### src/rtl/ps2_host_tx.sv
// PS/2 host-to-device transmitter: inhibit, request-to-send, bit shift on device clock, ACK check.
// Optional watchdog in SHIFT/ACK/WAIT_IDLE is compiled in when PS2_TX_TIMEOUT_EN is defined.
module ps2_host_tx #(
  parameter int INHIBIT_CYCLES = 12000,
  parameter int START_CYCLES   = 16,
  parameter int TIMEOUT_CYCLES = 2000000
) (
  input  logic       clk,
  input  logic       reset,
  input  logic       ps2_clk_in,
  input  logic       ps2_data_in,
  output logic       ps2_clk_oe,
  output logic       ps2_data_oe,
  input  logic [7:0] tx_data,
  input  logic       tx_valid,
  output logic       tx_ready,
  output logic       tx_done,
  output logic       tx_err,
  output logic [2:0] state_dbg
);

  // Handshake: a byte is taken on a clk edge where tx_valid && tx_ready; tx_ready is
  // high only in IDLE, and tx_valid seen in any other state is dropped, not queued.
  typedef enum logic [2:0] {
    IDLE      = 3'd0,
    INHIBIT   = 3'd1,
    START     = 3'd2,
    SHIFT     = 3'd3,
    ACK       = 3'd4,
    WAIT_IDLE = 3'd5
  } state_t;

  localparam int CNT_MAX_A = (INHIBIT_CYCLES > START_CYCLES) ? INHIBIT_CYCLES : START_CYCLES;
  localparam int CNT_MAX   = (TIMEOUT_CYCLES > CNT_MAX_A) ? TIMEOUT_CYCLES : CNT_MAX_A;
  localparam int CNT_W     = $clog2(CNT_MAX + 1);
  localparam logic [CNT_W-1:0] INH_LAST   = CNT_W'(INHIBIT_CYCLES - 1);
  localparam logic [CNT_W-1:0] START_LAST = CNT_W'(START_CYCLES - 1);
`ifdef PS2_TX_TIMEOUT_EN
  localparam logic [CNT_W-1:0] TMO_LAST   = CNT_W'(TIMEOUT_CYCLES - 1);
`endif

  state_t           state, state_n;
  logic [CNT_W-1:0] cnt, cnt_n;
  logic [3:0]       bit_idx, bit_idx_n;
  logic [9:0]       frame, frame_n;
  logic             nack, nack_n;
  logic             data_oe_q, data_oe_n;
  logic             done_n, err_n;
  logic             ready_en;
  logic [1:0]       clk_sync, data_sync;
  logic             clk_prev;
  logic             clk_fall;

  // Sync flops reset high so a line that idles high never looks like a falling edge.
  assign clk_fall    = clk_prev & ~clk_sync[1];
  assign ps2_clk_oe  = (state == INHIBIT) || (state == START);
  assign ps2_data_oe = data_oe_q;
  assign tx_ready    = (state == IDLE) && ready_en;
  assign state_dbg   = state;

  always_ff @(posedge clk or posedge reset) begin
    if (reset) begin
      state     <= IDLE;
      cnt       <= '0;
      bit_idx   <= '0;
      frame     <= '0;
      nack      <= 1'b0;
      data_oe_q <= 1'b0;
      tx_done   <= 1'b0;
      tx_err    <= 1'b0;
      ready_en  <= 1'b0;
      clk_sync  <= 2'b11;
      data_sync <= 2'b11;
      clk_prev  <= 1'b1;
    end else begin
      state     <= state_n;
      cnt       <= cnt_n;
      bit_idx   <= bit_idx_n;
      frame     <= frame_n;
      nack      <= nack_n;
      data_oe_q <= data_oe_n;
      tx_done   <= done_n;
      tx_err    <= err_n;
      ready_en  <= 1'b1;
      clk_sync  <= {clk_sync[0], ps2_clk_in};
      data_sync <= {data_sync[0], ps2_data_in};
      clk_prev  <= clk_sync[1];
    end
  end

  always_comb begin
    state_n   = state;
    cnt_n     = cnt;
    bit_idx_n = bit_idx;
    frame_n   = frame;
    nack_n    = nack;
    data_oe_n = data_oe_q;
    done_n    = 1'b0;
    err_n     = 1'b0;
    case (state)
      IDLE: begin
        data_oe_n = 1'b0;
        if (tx_valid && tx_ready) begin
          // Frame bits in line order: data LSB first, odd parity, stop.
          frame_n = {1'b1, ~^tx_data, tx_data};
          cnt_n   = '0;
          state_n = INHIBIT;
        end
      end
      INHIBIT: begin
        if (cnt == INH_LAST) begin
          cnt_n     = '0;
          data_oe_n = 1'b1;
          state_n   = START;
        end else begin
          cnt_n = cnt + 1'b1;
        end
      end
      START: begin
        if (cnt == START_LAST) begin
          cnt_n     = '0;
          bit_idx_n = '0;
          state_n   = SHIFT;
        end else begin
          cnt_n = cnt + 1'b1;
        end
      end
      SHIFT: begin
        if (clk_fall) begin
          data_oe_n = ~frame[bit_idx];
          bit_idx_n = bit_idx + 4'd1;
          if (bit_idx == 4'd9) state_n = ACK;
        end
      end
      ACK: begin
        if (clk_fall) begin
          nack_n  = data_sync[1];
          state_n = WAIT_IDLE;
        end
      end
      WAIT_IDLE: begin
        data_oe_n = 1'b0;
        if (clk_sync[1] && data_sync[1]) begin
          state_n = IDLE;
          done_n  = ~nack;
          err_n   = nack;
        end
      end
      default: begin
        state_n   = IDLE;
        data_oe_n = 1'b0;
      end
    endcase
`ifdef PS2_TX_TIMEOUT_EN
    // Watchdog shares cnt: it restarts on every device clock edge and on state change.
    if (state == SHIFT || state == ACK || state == WAIT_IDLE) begin
      if (clk_fall || (state_n != state)) begin
        cnt_n = '0;
      end else if (cnt == TMO_LAST) begin
        cnt_n     = '0;
        state_n   = IDLE;
        data_oe_n = 1'b0;
        done_n    = 1'b0;
        err_n     = 1'b1;
      end else begin
        cnt_n = cnt + 1'b1;
      end
    end
`endif
  end

endmodule
### config.mk
export PLATFORM = sky130hd
export DESIGN_NAME = ps2_host_tx
export DESIGN_NICKNAME = d
export VERILOG_FILES = /design/src/rtl/ps2_host_tx.sv
export SDC_FILE = /design/constraint.sdc
export NUM_CORES = 1
export LEC_CHECK = 0
export CAP_MARGIN = 30
export CORE_AREA = 2 2 52 102
export CTS_BUF_LIST = sky130_fd_sc_hd__clkbuf_16
export CTS_CLUSTER_DIAMETER = 100
export CTS_CLUSTER_SIZE = 16
export DETAILED_ROUTE_END_ITERATION = 16
export DIE_AREA = 0 0 54 104
export GPL_TIMING_DRIVEN = 0
export PLACE_DENSITY = 0.79
export SKIP_CTS_REPAIR_TIMING = 1
export SYNTH_ARGS = -nofsm -noshare
export SYNTH_HDL_FRONTEND = slang
export SYNTH_SLANG_ARGS = --single-unit
### constraint.sdc
create_clock -name clk -period 4.6 [get_ports clk]
set_input_delay 0.92 -clock clk [delete_from_list [all_inputs] [get_ports clk]]
set_output_delay 0.92 -clock clk [all_outputs]
set_load 0.01 [all_outputs]
==> results.yml, run 1 <==
status:
  status: "completed"
placed_design:
  place.gp.congestion: 0.8877
  io_buffers: 20
  dp.cells: 378
  hpwl_mm: 4.868
grt:
  grt_overflow_total: 0
  gr-usage-all-layers: 0.2637
  grt_pass1_wl_mm: 10.92
  grt_max_degree: 38
  grt_pass1_vias: 2436
  antenna_found_initial: 0
critical_path:
  slowest_stage: "clkdlybuf4s50_1"
  path_buf_inv: 2
  start_kind: "register"
  startpoint: "state_dbg[1]$_DFFE_PP0P_"
  cp_slowest_stage_delay_ns: 0.64
  arrival_ns: 1.96
  end_kind: "output port"
  crit_path_max_fanout: 10
  rr_startpoint: "cnt[0]$_DFFE_PP0P_"
  cp_top_family: "buffers and inverters"
  criticalPathCategory: "register to output port"
  cp.required_ns: 3.68
  crit_chain: "buf_2 > nor4b_1 > clkdlybuf4s50_1"
clock_network:
  cts.path.max_buffers: 2
  clock_latency_ns: 0.29
  clock-root-buffer: "clkbuf_16"
  cts_tree: "done"
  cts.htree.levels: 2
  path_clk_slew_ns: 0.06
  numCtsBuffers: 5
  cts.sinks: 48
drt:
  firstDrtPassIters: 4
  via_per_inst: 6.137
  dr_total_vias: 2369
  postRouteAntennaNets: 0
  wirelength_mm: 6.527
  drc: 0
  drt_iter0_markers: 89
  wl_per_cell_um: 16.91
sta:
  fin_skew_ns: 0.003200
  slew-limit-headroom: 0.3987
  final.min_clock_period_ns: 2.882
  setup_viol_count_final: 0
  finalMaxSlewViolations: 0
  fin_tns_setup_ns: 0
  finalHoldViolations: 0
  clock.fmax_mhz: 347.0
  worst-slew-pin-transition_ns: 0.8965
  timing.final.crit_share: 0.6265
  rsz0062_at_grt: "no"
synth:
  synth_area_um2: 2805
  syn_nets: 315
  async_flop_share: 1.000
  synth_area_leaders: "dfrtp_1 (38%), nand2_1 (6.0%), dfstp_2 (4.7%)"
  synth_cells: 299
  synth_cell_types: 61
  yosysWarningCount: 0
  ys_seq_area_frac: 0.4304
  synth-main-ff-cell: "dfrtp_1"
  synth.avg_cell_area_um2: 9.382
  synth_seq_cells: 48
  synth_top_area_cell: "dfrtp_1"
  synth_top_area_share: 0.3836
  synth_edf_count: 0
cells_and_area:
  drive_gt1_frac: 0.1337
  insertedDiodeCount: 0
  layout.cells.non_filler: 386
  layout_commonest_cell: "nand2_1"
  synthToLayoutAreaGrowth_pct: 15.43
  nNetsFinal: 344
  final_cell_mix: "nand2_1 (45), dfrtp_1 (43), clkdlybuf4s50_1 (20)"
pwr:
  power.leakage_nw: 1.357
  total_power_mw: 1.698
  ir_drop_mv: 0.5839
  power.density_nw_per_um2: 524.4
floorplanning:
  die_y_um: 104
  boundaryPins: 21
  fp.dieW_um: 54
  core.rowCount: 36
  die-area_um2: 5616
  initial_core_util: 0.5766
  core_area_um2: 4865
job:
  maxCapViolations: 0
worst_hold_path:
  hp-class: "register to register"
  hp-start: "data_sync[0]$_DFF_PP1_"
[where the power goes]
| group | internal [mW] | switching (mW) |
|---|---|---|
| Sequential | 0.518 | 0.0787 |
| Combinational | 0.303 | 0.448 |
| Clock | 0.196 | 0.155 |
[flip-flops by register name, summed over array words and instances (netlist names)]
name         count
frame           10
state_dbg        3
clk_sync         2
clk_prev         1
nack             1
ps2_data_oe      1
ready_en         1
bit_idx          4
tx_done          1
data_sync        2
cnt             21
tx_err           1
[metal layers]
metal / global-route usage / vias to the layer above / routed length [um]
met5: 0 / - / 0
met4: 0.1804 / 0 / 328
met3: 0.05029 / 28 / 219
met2: 0.4521 / 72 / 3612
met1: 0.2663 / 1120 / 2366
li1: - / 1149 / -
[area by class of cell]
type,instances,area (um2)
Timing Repair Buffer,22,225.2
Multi-Input combinational cell,220,1455
Sequential cell,48,1207
Inverter,11,41.29
Tap cell,57,71.32
Clock buffer,5,125.1
Fill cell,386,1627
Buffer,20,101.3
Clock inverter,3,11.26
[stage by stage]
step / area (um2) / hold slack [ns] / setup slack [ns] / util
2_1_floorplan: 2805 / 0.3452 / 2.544 / -
3_3_place_gp: 3077 / 0.3454 / 1.622 / 0.6325
3_5_place_dp: 3102 / 0.3468 / 1.977 / 0.6376
4_1_cts: 3238 / 0.3604 / 1.715 / 0.6656
5_1_grt: 3238 / 0.3603 / 1.622 / 0.6656
6_report: 3238 / 0.3555 / 1.718 / 0.6656
[logic make-up after synthesis]
family,count (synthesis),share of synthesized area
mux,15,0.06646
other cells,1,0.001337
xor+xnor,7,0.02186
fa+ha+maj,3,0.01338
simple gates,124,0.2373
buf+inv,31,0.05085
compound gates,70,0.1784
flops,48,0.4304
[worst register-to-register path, cell delays in order, from the launching register on]
cell,delay [ns]
dfrtp_1,0.42
ha_1,0.26
and4b_1,0.23
nand3_1,0.15
o211a_1,0.31
clkbuf_1,0.47
o21ai_1,0.12
a22oi_1,0.18
[Yosys cell counts, types with 2 or more instances]
library cell	count
mux4_2	2
o21a_1	4
ha_1	3
o21ai_0	10
and2_1	3
nand4_1	8
and4_1	3
clkbuf_1	11
o21ai_1	8
a21oi_1	5
nand2_1	45
nor4_1	7
a31oi_1	4
inv_1	11
mux2i_1	4
buf_1	3
nor2_1	13
mux2_2	9
nor2b_1	3
dfstp_2	5
o21bai_1	2
nand2b_1	4
nand3_1	10
dfrtp_1	43
o211ai_1	9
xnor2_1	6
or2_2	3
buf_2	2
a22oi_1	2
o221ai_1	2
o22ai_1	8
a21o_1	3
buf_6	3
nor3_1	14
[worst paths after layout]
path,depth (start not counted),slack [ns],end
worst min-delay path,0,0.36,data_sync[1]$_DFF_PP1_
worst min register to register,0,0.36,data_sync[1]$_DFF_PP1_
max in group asynchronous,3,3.16,clk_sync[0]$_DFF_PP1_
worst max register to register,7,2.37,cnt[20]$_DFFE_PP0P_
min in group asynchronous,2,0.89,cnt[9]$_DFFE_PP0P_
worst max-delay path,3,1.72,tx_ready
Power figures use the tool's default switching activity.
==> run 2, diff against run 1 <==
--- a/config.mk
+++ b/config.mk
@@ -6,14 +6,14 @@
 export NUM_CORES = 1
 export LEC_CHECK = 0
 export CAP_MARGIN = 30
-export CORE_AREA = 2 2 52 102
+export CORE_AREA = 2 2 53 104
 export CTS_BUF_LIST = sky130_fd_sc_hd__clkbuf_16
 export CTS_CLUSTER_DIAMETER = 100
 export CTS_CLUSTER_SIZE = 16
 export DETAILED_ROUTE_END_ITERATION = 16
-export DIE_AREA = 0 0 54 104
+export DIE_AREA = 0 0 55 106
 export GPL_TIMING_DRIVEN = 0
-export PLACE_DENSITY = 0.79
+export PLACE_DENSITY = 0.76
 export SKIP_CTS_REPAIR_TIMING = 1
 export SYNTH_ARGS = -nofsm -noshare
 export SYNTH_HDL_FRONTEND = slang
==> constraint.sdc (replaced) <==
create_clock -name clk -period 2.85 [get_ports clk]
set_input_delay 0.57 -clock clk [delete_from_list [all_inputs] [get_ports clk]]
set_output_delay 0.57 -clock clk [all_outputs]
set_load 0.01 [all_outputs]
==> results.yml, run 2 (synthesis gave the netlist of run 1 again) <==
cells_and_area:
  nFillCells: 439
  synthToLayoutAreaGrowth_pct: 17.35
  drive_gt1_frac: 0.1398
  insertedDiodeCount: 0
  post-route-util: 0.6464
  top_regs: "cnt: 21 flops, frame: 10 flops, bit_idx: 4 flops"
  final_cell_area_um2: 3292
  multi_input_area_um2: 1455
  largest_register: "cnt"
  nNetsFinal: 344
  final_cell_mix: "nand2_1 (45), dfrtp_1 (43), clkdlybuf4s50_1 (20)"
  largest_reg_flops: 21
  layout_commonest_cell: "nand2_1"
  regArea_um2: 1207
  layout.cells.non_filler: 387
critical_path:
  rr_startpoint: "cnt[0]$_DFFE_PP0P_"
  end_kind: "output port"
  arrival_ns: 1.96
  start_kind: "register"
  startpoint: "state_dbg[2]$_DFFE_PP0P_"
  cp_top_family: "buffers and inverters"
  path_buf_inv: 3
  cp.required_ns: 2.28
  cp_slowest_stage_delay_ns: 0.51
  crit_chain: "clkbuf_1 > buf_1 > a21oi_1 > clkdlybuf4s50_1"
  slowest_stage: "clkdlybuf4s50_1"
  criticalPathCategory: "register to output port"
  crit_path_max_fanout: 10
pwr:
  total_power_mw: 2.916
  power.density_nw_per_um2: 885.7
  ir_drop_mv: 0.7493
  power.leakage_nw: 1.379
sta:
  timing.final.crit_share: 0.8860
  setup_viol_count_final: 0
  clock.fmax_mhz: 396.0
  worst-slew-pin-transition_ns: 0.8602
  slew-limit-headroom: 0.4231
  fin_tns_setup_ns: 0
  final.min_clock_period_ns: 2.525
  finalHoldViolations: 0
  fin_ws_ns: 0.3248
  rsz0062_at_grt: "no"
  fin_skew_ns: 0.007087
  finalMaxSlewViolations: 0
  fin_hold_ws_ns: 0.3488
floorplanning:
  die_y_um: 106
  boundaryPins: 21
  core.rowCount: 37
  core_area_um2: 5092
  fp.dieW_um: 55
  initial_core_util: 0.5509
  die-area_um2: 5830
grt:
  grt_overflow_total: 0
  grt_max_degree: 35
  grt_pass1_vias: 2429
  gr-usage-all-layers: 0.2526
  antenna_found_initial: 0
  grt_pass1_wl_mm: 10.95
placed_design:
  place_area_um2: 3103
  place.gp.congestion: 0.9115
  io_buffers: 20
  place_ws_ns: 0.5637
  hpwl_mm: 4.872
  dp.cells: 379
clock_network:
  numCtsBuffers: 5
  cts_tree: "done"
  cts.path.max_buffers: 2
  clock_latency_ns: 0.28
  clock-root-buffer: "clkbuf_16"
  cts.sinks: 48
  path_clk_slew_ns: 0.07
  cts.htree.levels: 2
worst_hold_path:
  hp-start: "clk_sync[0]$_DFF_PP1_"
  hp-class: "register to register"
drt:
  wl_met1_mm: 2.413
  drc: 0
  wl_met3_um: 144
  wl_met2_mm: 3.738
  dr_total_vias: 2402
  via_per_inst: 6.207
  highest_layer: "met4"
  wirelength_mm: 6.545
  wl_per_cell_um: 16.91
  firstDrtPassIters: 4
  drt_iter0_markers: 69
  postRouteAntennaNets: 0
job:
  maxCapViolations: 0
status:
  status: "completed"
==> run 2: cell count changes in the layout (fill, tap and decap cells not counted), sizes merged <==
cell and delta:
clkinv -1, inv -1, bufinv +2
==> run 2: area by class of cell <==
| cell class | instances | share of cell area |
|---|---|---|
| multi-input combinational | 220 | 0.4420 |
| tap | 58 | 0.02204 |
| clock inverter | 3 | 0.01938 |
| inverter | 11 | 0.01254 |
| timing repair buffer | 22 | 0.06841 |
| clock buffer | 5 | 0.03801 |
| sequential | 48 | 0.3668 |
| buffer | 20 | 0.03079 |
==> run 2: power breakdown <==
| part | total (mW) | switching, mW | leakage (nW) | internal [mW] |
|---|---|---|---|---|
| registers | 0.958 | 0.122 | 0.615 | 0.836 |
| clock network | 0.747 | 0.247 | 0.0952 | 0.500 |
| logic | 1.21 | 0.722 | 0.668 | 0.490 |
==> run 2: path summary, 6_finish.rpt <==
kind	to	slack, ns	depth (start not counted)
hold reg to reg	clk_sync[1]$_DFF_PP1_	0.35	0
min in group asynchronous	cnt[4]$_DFFE_PP0P_	0.57	2
max in group asynchronous	data_sync[1]$_DFF_PP1_	1.74	3
hold / removal	clk_sync[1]$_DFF_PP1_	0.35	0
setup reg to reg	cnt[6]$_DFFE_PP0P_	0.60	7
setup / recovery	ps2_clk_oe	0.32	4
==> run 2: layer usage <==
metal	GRT usage	vias up
li1	-	1144
met1	0.2597	1182
met2	0.4524	55
met3	0.03792	21
met4	0.1359	0
met5	0	-
